[src/rtl/instruction_buffer.sv]
`default_nettype none
// ============================================================================
// Module   : instruction_buffer
// Purpose  : Tag-filtered circular FIFO between fetch and decode; drops stale
//            words after a control-flow change and flags overflow.
// Revision : 1.0 - initial release
// ============================================================================
module instruction_buffer #(
   parameter int DEPTH = 2
) (
   input  logic        clk,
   input  logic        reset,
   input  logic        valid_i,
   input  logic [31:0] instruction_i,
   input  logic [31:0] pc_i,
   input  logic [2:0]  tag_i,
   input  logic        flush_i,
   input  logic        ready_i,
   output logic        fetch_enable_o,
   output logic        valid_o,
   output logic [31:0] instruction_o,
   output logic [31:0] pc_o,
   output logic [2:0]  expected_tag_o,
   output logic [7:0]  drop_count_o,
   output logic        overflow_o
);

   localparam int C_PTR_W = (DEPTH > 2) ? 2 : 1;
   localparam int C_CNT_W = (DEPTH > 3) ? 3 : 2;
   localparam logic [C_PTR_W-1:0] C_PTR_LAST = C_PTR_W'(DEPTH - 1);
   localparam logic [C_CNT_W-1:0] C_CNT_FULL = C_CNT_W'(DEPTH);
   localparam logic [C_CNT_W-1:0] C_CNT_LAST = C_CNT_W'(DEPTH - 1);

   logic [31:0]        r_instr_mem [DEPTH];
   logic [31:0]        r_pc_mem    [DEPTH];
   logic [C_PTR_W-1:0] r_rd_ptr;
   logic [C_PTR_W-1:0] r_wr_ptr;
   logic [C_CNT_W-1:0] r_count;
   logic [2:0]         r_tag;
   logic [7:0]         r_drop;
   logic               r_overflow;

   logic w_match;
   logic w_stale;
   logic w_pop;
   logic w_push;
   logic w_overflow;

   // Flush masks every other action in the cycle it is asserted.
   always_comb begin
      w_match    = valid_i & ~flush_i & (tag_i == r_tag);
      w_stale    = valid_i & ~flush_i & (tag_i != r_tag);
      w_pop      = (r_count != '0) & ready_i & ~flush_i;
      w_push     = w_match & ((r_count < C_CNT_FULL) | w_pop);
      w_overflow = w_match & (r_count == C_CNT_FULL) & ~w_pop;
   end

   always_comb begin
      fetch_enable_o = reset
                     | (r_count < C_CNT_LAST)
                     | ((r_count == C_CNT_LAST) & ~valid_i)
                     | ready_i;
      valid_o        = (r_count != '0);
      instruction_o  = r_instr_mem[r_rd_ptr];
      pc_o           = r_pc_mem[r_rd_ptr];
      expected_tag_o = r_tag;
      drop_count_o   = r_drop;
      overflow_o     = r_overflow;
   end

   always_ff @(posedge clk) begin
      if (reset) begin
         r_rd_ptr   <= '0;
         r_wr_ptr   <= '0;
         r_count    <= '0;
         r_tag      <= '0;
         r_drop     <= '0;
         r_overflow <= 1'b0;
         for (int i = 0; i < DEPTH; i++) begin
            r_instr_mem[i] <= '0;
            r_pc_mem[i]    <= '0;
         end
      end else if (flush_i) begin
         r_rd_ptr <= '0;
         r_wr_ptr <= '0;
         r_count  <= '0;
         r_tag    <= r_tag + 3'd1;
      end else begin
         if (w_push) begin
            r_instr_mem[r_wr_ptr] <= instruction_i;
            r_pc_mem[r_wr_ptr]    <= pc_i;
            r_wr_ptr <= (r_wr_ptr == C_PTR_LAST) ? '0 : r_wr_ptr + 1'b1;
         end
         if (w_pop) begin
            r_rd_ptr <= (r_rd_ptr == C_PTR_LAST) ? '0 : r_rd_ptr + 1'b1;
         end
         case ({w_push, w_pop})
            2'b10:   r_count <= r_count + 1'b1;
            2'b01:   r_count <= r_count - 1'b1;
            default: r_count <= r_count;
         endcase
         if (w_stale && (r_drop != 8'hFF)) begin
            r_drop <= r_drop + 8'd1;
         end
         if (w_overflow) begin
            r_overflow <= 1'b1;
         end
      end
   end

endmodule
`default_nettype wire

[config.mk]
export PLATFORM = sky130hd
export DESIGN_NAME = instruction_buffer
export DESIGN_NICKNAME = d
export VERILOG_FILES = /design/src/rtl/instruction_buffer.sv
export SDC_FILE = /design/constraint.sdc
export NUM_CORES = 1
export LEC_CHECK = 0
export CORE_UTILIZATION = 56
export CTS_BUF_LIST = sky130_fd_sc_hd__clkbuf_4
export DETAILED_ROUTE_END_ITERATION = 8
export PLACE_DENSITY = 0.85
export SKIP_LAST_GASP = 1
export SYNTH_ARGS = -nofsm -noshare
export SYNTH_HDL_FRONTEND = slang
export SYNTH_SLANG_ARGS = --single-unit
[constraint.sdc]
create_clock -name clk -period 7.45 [get_ports clk]
set_input_delay 1.49 -clock clk [delete_from_list [all_inputs] [get_ports clk]]
set_output_delay 1.49 -clock clk [all_outputs]
set_load 0.005 [all_outputs]
* Word level (Yosys, flattened, before mapping)
Memories as Yosys holds them, arrays and structs flattened. A register that Yosys moved wholly into a read port is not among the register bits.
Cells that the tools add are included.
** Cells by class
- Bitwise operators :: 16
- Order comparisons :: 2
- Multiplexer cells :: 19
- Equality and inequality tests :: 7
- Reductions and logical operators :: 8
- Add/sub/neg operators :: 6
** Operators by type and width (number)
- 32-bit 2-to-1 mux :: 2
- 32-bit OR reduction :: 2
- 1-bit 2-to-1 mux :: 16
- 1-bit AND :: 9
- 8-bit by 1-bit adder with 8-bit output, second input constant :: 1
- 8-bit != test, second input constant :: 1
- 2-bit by 1-bit equality test with 1-bit output, second input constant :: 2
- 2-bit equality test, second input constant :: 2
- 1-bit OR :: 4
- 2-bit case mux with 2 select lines :: 1
- 2-bit AND reduction :: 2
- 2-bit nonzero test :: 2
- 3-bit by 1-bit adder with 3-bit output, second input constant :: 1
- 3-bit equality test :: 1
- 3-bit != test :: 1
- 1-bit inverter :: 3
- 1-bit adder, second input constant :: 2
- 2-bit by 1-bit adder with 2-bit output, second input constant :: 1
- 2-bit by 1-bit < comparator with 1-bit output, second input constant :: 1
- 2-bit < comparator, second input constant :: 1
- 2-bit OR reduction :: 1
- 2-bit by 1-bit subtractor with 2-bit output, second input constant :: 1
- 1-bit logical AND :: 1
** Storage, ports and cells
- Input bits :: 72
- Memories kept :: 2
- RAM bits :: 128
- Logic and storage cells :: 66
- Register bits after elaboration :: 16
** Memories
- r_instr_mem :: words 2, bits a word 32, rd ports 1, clocked after Yosys merged registers in 1, wr ports 2, line 34 : logic [31:0] r_instr_mem [DEPTH];
- r_pc_mem :: words 2, bits a word 32, rd ports 1, clocked after Yosys merged registers in 1, wr ports 2, line 35 : logic [31:0] r_pc_mem [DEPTH];

* Depth between registers and ports, before layout
- Depth after elaboration :: 11
- Depth in mapped cells :: 9

* Least setup slack after synthesis
No wires, ideal clock.
- Path type :: input port to flip-flop
- Start :: in flush_i
- End :: mem r_instr_mem[0][0], enable pin
- Setup slack :: 2.781 ns
- Cell stages on the path :: 5
- Path buffers :: 1
- Data arrival time :: 4.237 ns
- Library setup time :: 0.432 ns
- Cell sequence :: buf_6 nor2b_4 or4b_4 or3_2 nand2b_1
** RTL lines
- from (decl) :: line 17 : input logic flush_i,
- to (decl) :: line 34

* Worst setup path in the final report
- Start :: in reset
- End :: out fetch_enable_o
** On the way
- Longest elaborated chain between the ends :: 3
** Ends and longest elaborated chain
- from (decl) :: line 12 : input logic reset,
- 1-bit OR :: line 60 : | (r_count < C_CNT_LAST)
- 1-bit OR :: line 61 : | ((r_count == C_CNT_LAST) & ~valid_i)
- 1-bit OR :: line 62 : | ready_i;
- to (decl) :: line 19 : output logic fetch_enable_o,
Every way passes these cells.

==> key figures <==
Layout
  • Share of layout cells above drive strength 1: approximately a quarter
  • Area grow syn2layout: 29.29%
  • Fin util: around three quarters
  • Fill cells: about 730
  • Final nets: 671
  • Multi-input gate area: around 2100 µm²
  • Reg area: ~4200 µm²

Clocking
  • Post-CTS Setup Bufs: 0
  • CTS root buf: clkbuf_4
  • Skew-Pair Late Insertion Delay: about 520 ps
  • CTS clock-pin slew for the worst setup and hold paths: roughly 120 ps
  • Resize count post-CTS: 0
  • H-tree depth: 4
  • CTS buffer count: 17
  • CTS tree: built
  • Hold buffers post-CTS: 0
  • Clk buf depth: 2
  • TritonCTS sink count: 145

Worst hold path
  • Hold Crit Class: flop to flop
  • HP Start: overflow_o
  • Worst hold stages: 2
  • Hold Path Sink: overflow_o

Yosys
  • Dominant cell type by area after synthesis: edfxtp_1
  • Ranking of synthesized cells by area: edfxtp_1 (60%), mux2_2 (11%), and2_1 (9.1%), dfxtp_1 (5.3%), and2_2 (4.1%)
  • Most common flop cell mapped by yosys: edfxtp_1
  • Post-synthesis register bit count: approximately 150
  • Synth top area share: between 50% and 60%
  • Synth Cell Area: 6454 µm²
  • Count leader, synth: edfxtp_1
  • Yosys warnings: 0
  • Mapped Cells: about 440
  • EDFF count, synth: roughly 130
  • Unique masters post-synth: 39
  • Ys async rst share: 0%
  • Mapped Nets: between 500 and 600
  • Syn avg cell area: 14.57 µm²
  • Sequential cell area fraction in the yosys report: about two thirds
  • Synth cell count leaders: edfxtp_1 (128), and2_1 (94), mux2_2 (65)

Power
  • Leakage: between 3 and 4 nW
  • Maximum vdd drop: roughly 120 µV
  • Pwr Density: about 190 nW/µm²
  • Power Total: between 1.5 and 2 mW

Drt
  • Avg WL per Cell: between 15 and 20 µm
  • DRT Pass-1 Iters: 4
  • Iteration-0 DRC Markers: approximately 170
  • Post-route antenna net violation count: 0
  • Via density: 5.304
  • Drt drc: 0
  • Via Count: slightly below 4,000
  • WL final: approximately 13,000 µm

STA
  • Setup TNS: 0 ps
  • Worst setup margin: around 2800 ps
  • Fmax achieved: between 0.2 and 0.25 GHz
  • Min Tclk post-route: about 4700 ps
  • Slew headroom: about two fifths
  • Final hold violation count: 0
  • Final period utilization: a little over three fifths
  • Setup Skew: about 20 ps
  • RSZ-0062 raised after global routing: false
  • Least-Margin Pin Slew: 915.3 ps
  • Max-slew violations: 0
  • Finish-stage setup viols: 0

Place
  • Pre-CTS setup slack: roughly 2800 ps
  • Routability Congestion: around 0.76
  • I/O Buffers: 149
  • Post-DP HPWL: approximately 8500 µm

Critical path
  • Worst setup SP type: input pin
  • Crit Path Max Fanout: 19
  • Setup CP Type: input pin to output pin
  • Worst flop-to-flop path endpoint: r_pc_mem[1][1]
  • Worst Setup End Kind: output pin
  • Worst Reg-to-Reg Cells: 6
  • R2R Setup Slk: about 4600 ps
  • CP Data Required Time: 5960 ps
  • Critical R2R Launch: r_count[1]
  • Worst EP arrival: around 3200 ps

Global routing
  • First-pass GRT wire length: around 20,000 µm
  • Number of global-route vias before repair: between 4,000 and 5,000
  • Grt total ovfl: 0
  • Largest net degree at the start of global routing: 65
  • Initial antenna violation count: 0
  • Tot GR Track Use: between 20% and 30%

Run
  • MaxCap Viol Count: 0

Die
  • Die W: roughly 110 µm
  • Die height: approximately 110 µm
  • Die area: about 12,000 µm²
  • Row count: 38
  • Initial Util: around three fifths
  • IO Count: 150
  • Core Region: 11,030 µm²

Run status
  • Status: finished, final reports clean
## sequential cells by signal, indices dropped and copies added, names as in the netlist, named ones only
signal	cells
drop_count_o	8
r_pc_mem	64
overflow_o	1
r_count	2
expected_tag_o	3
r_instr_mem	64
r_wr_ptr	1
r_rd_ptr	1
## cells by family (layout without fill, tap and decap cells)
logic type               after synthesis  count (layout)  synth area share (%)
adder cells (fa/ha/maj)                6               6                 1.163
AND/OR/NAND/NOR                      166             166                 17.02
multiplexers                          66              66                 11.50
flip-flops                           145             145                 64.83
other                                  0               1                     0
AO/OA/AOI/OAI                         24              24                 2.307
buffers and inverters                 28             191                 2.094
XOR/XNOR                               8               8                 1.086
## cells in the final DEF, fill, tap and decap left out, types with 2 or more instances in the layout
master             n
and2_1            94
bufinv_16          3
or4_1              4
clkinv_1           3
ha_1               6
nor2_1            10
inv_1              5
dfxtp_1           16
nand3_1            4
o31ai_1            4
buf_4              5
clkdlybuf4s50_1  149
xor2_1             7
or3_1              2
mux2_2            65
nor3_1             2
o21ai_0            6
edfxtp_1         128
clkinvlp_4         4
clkbuf_4          20
and2_2            35
nand2_1            3
clkinv_2           2
a21oi_1            8
## how the worst max path moves through the flow
stage | startpoint | end | slack [ps] | cells after the start
final | reset | fetch_enable_o | 2760 | 4
after global routing | reset | fetch_enable_o | 2630 | 4
after CTS | reset | fetch_enable_o | 2770 | 4
after detailed placement | reset | fetch_enable_o | 2780 | 4
after global placement | reset | fetch_enable_o | 2810 | 4
after floorplan | flush_i | r_instr_mem[0][0] | 2780 | 5
## final cells by class
type / count / area share (%)
diodes: 1 / 0.02999
clock buffers: 20 / 1.799
clock inverters: 12 / 1.694
inverters: 5 / 0.2249
multi-input cells: 270 / 25.67
flip-flops and latches: 145 / 50.16
well taps: 140 / 2.099
repair buffers: 154 / 18.32
## critical path, cell delays in order
cell and delay (ps):
clkdlybuf4s50_1 980, nor3_1 90, o21ai_0 110, clkdlybuf4s50_1 520
## power breakdown
group          leakage [nW]  switching (mW)  total (mW)  internal, mW
registers              1.46         0.00985       0.922         0.912
logic                  1.46          0.0550       0.142        0.0868
clock network         0.148           0.271       0.511         0.239
total                  3.07           0.336        1.57          1.24
## per-layer routing
layer  track usage, %  vias up  share of wire [%]
li1                 -     1890                  -
met3            5.928       19                7.2
met1            28.17     1917                 41
met2            37.65      136                 50
met4            8.571        0                1.8
met5                0        -                  0
## stage by stage
stage | instance area (µm²) | hold WS (ps) | std cells
floorplan | 6454 | 464.7 | 443
global placement | 8050 | 487.5 | 714
detailed placement | 8050 | 477.5 | 714
CTS | 8342 | 510.7 | 746
global route | 8342 | 536.5 | 746
finish | 8344 | 518.0 | 747
No activity file was read; power rests on OpenSTA's default activity.
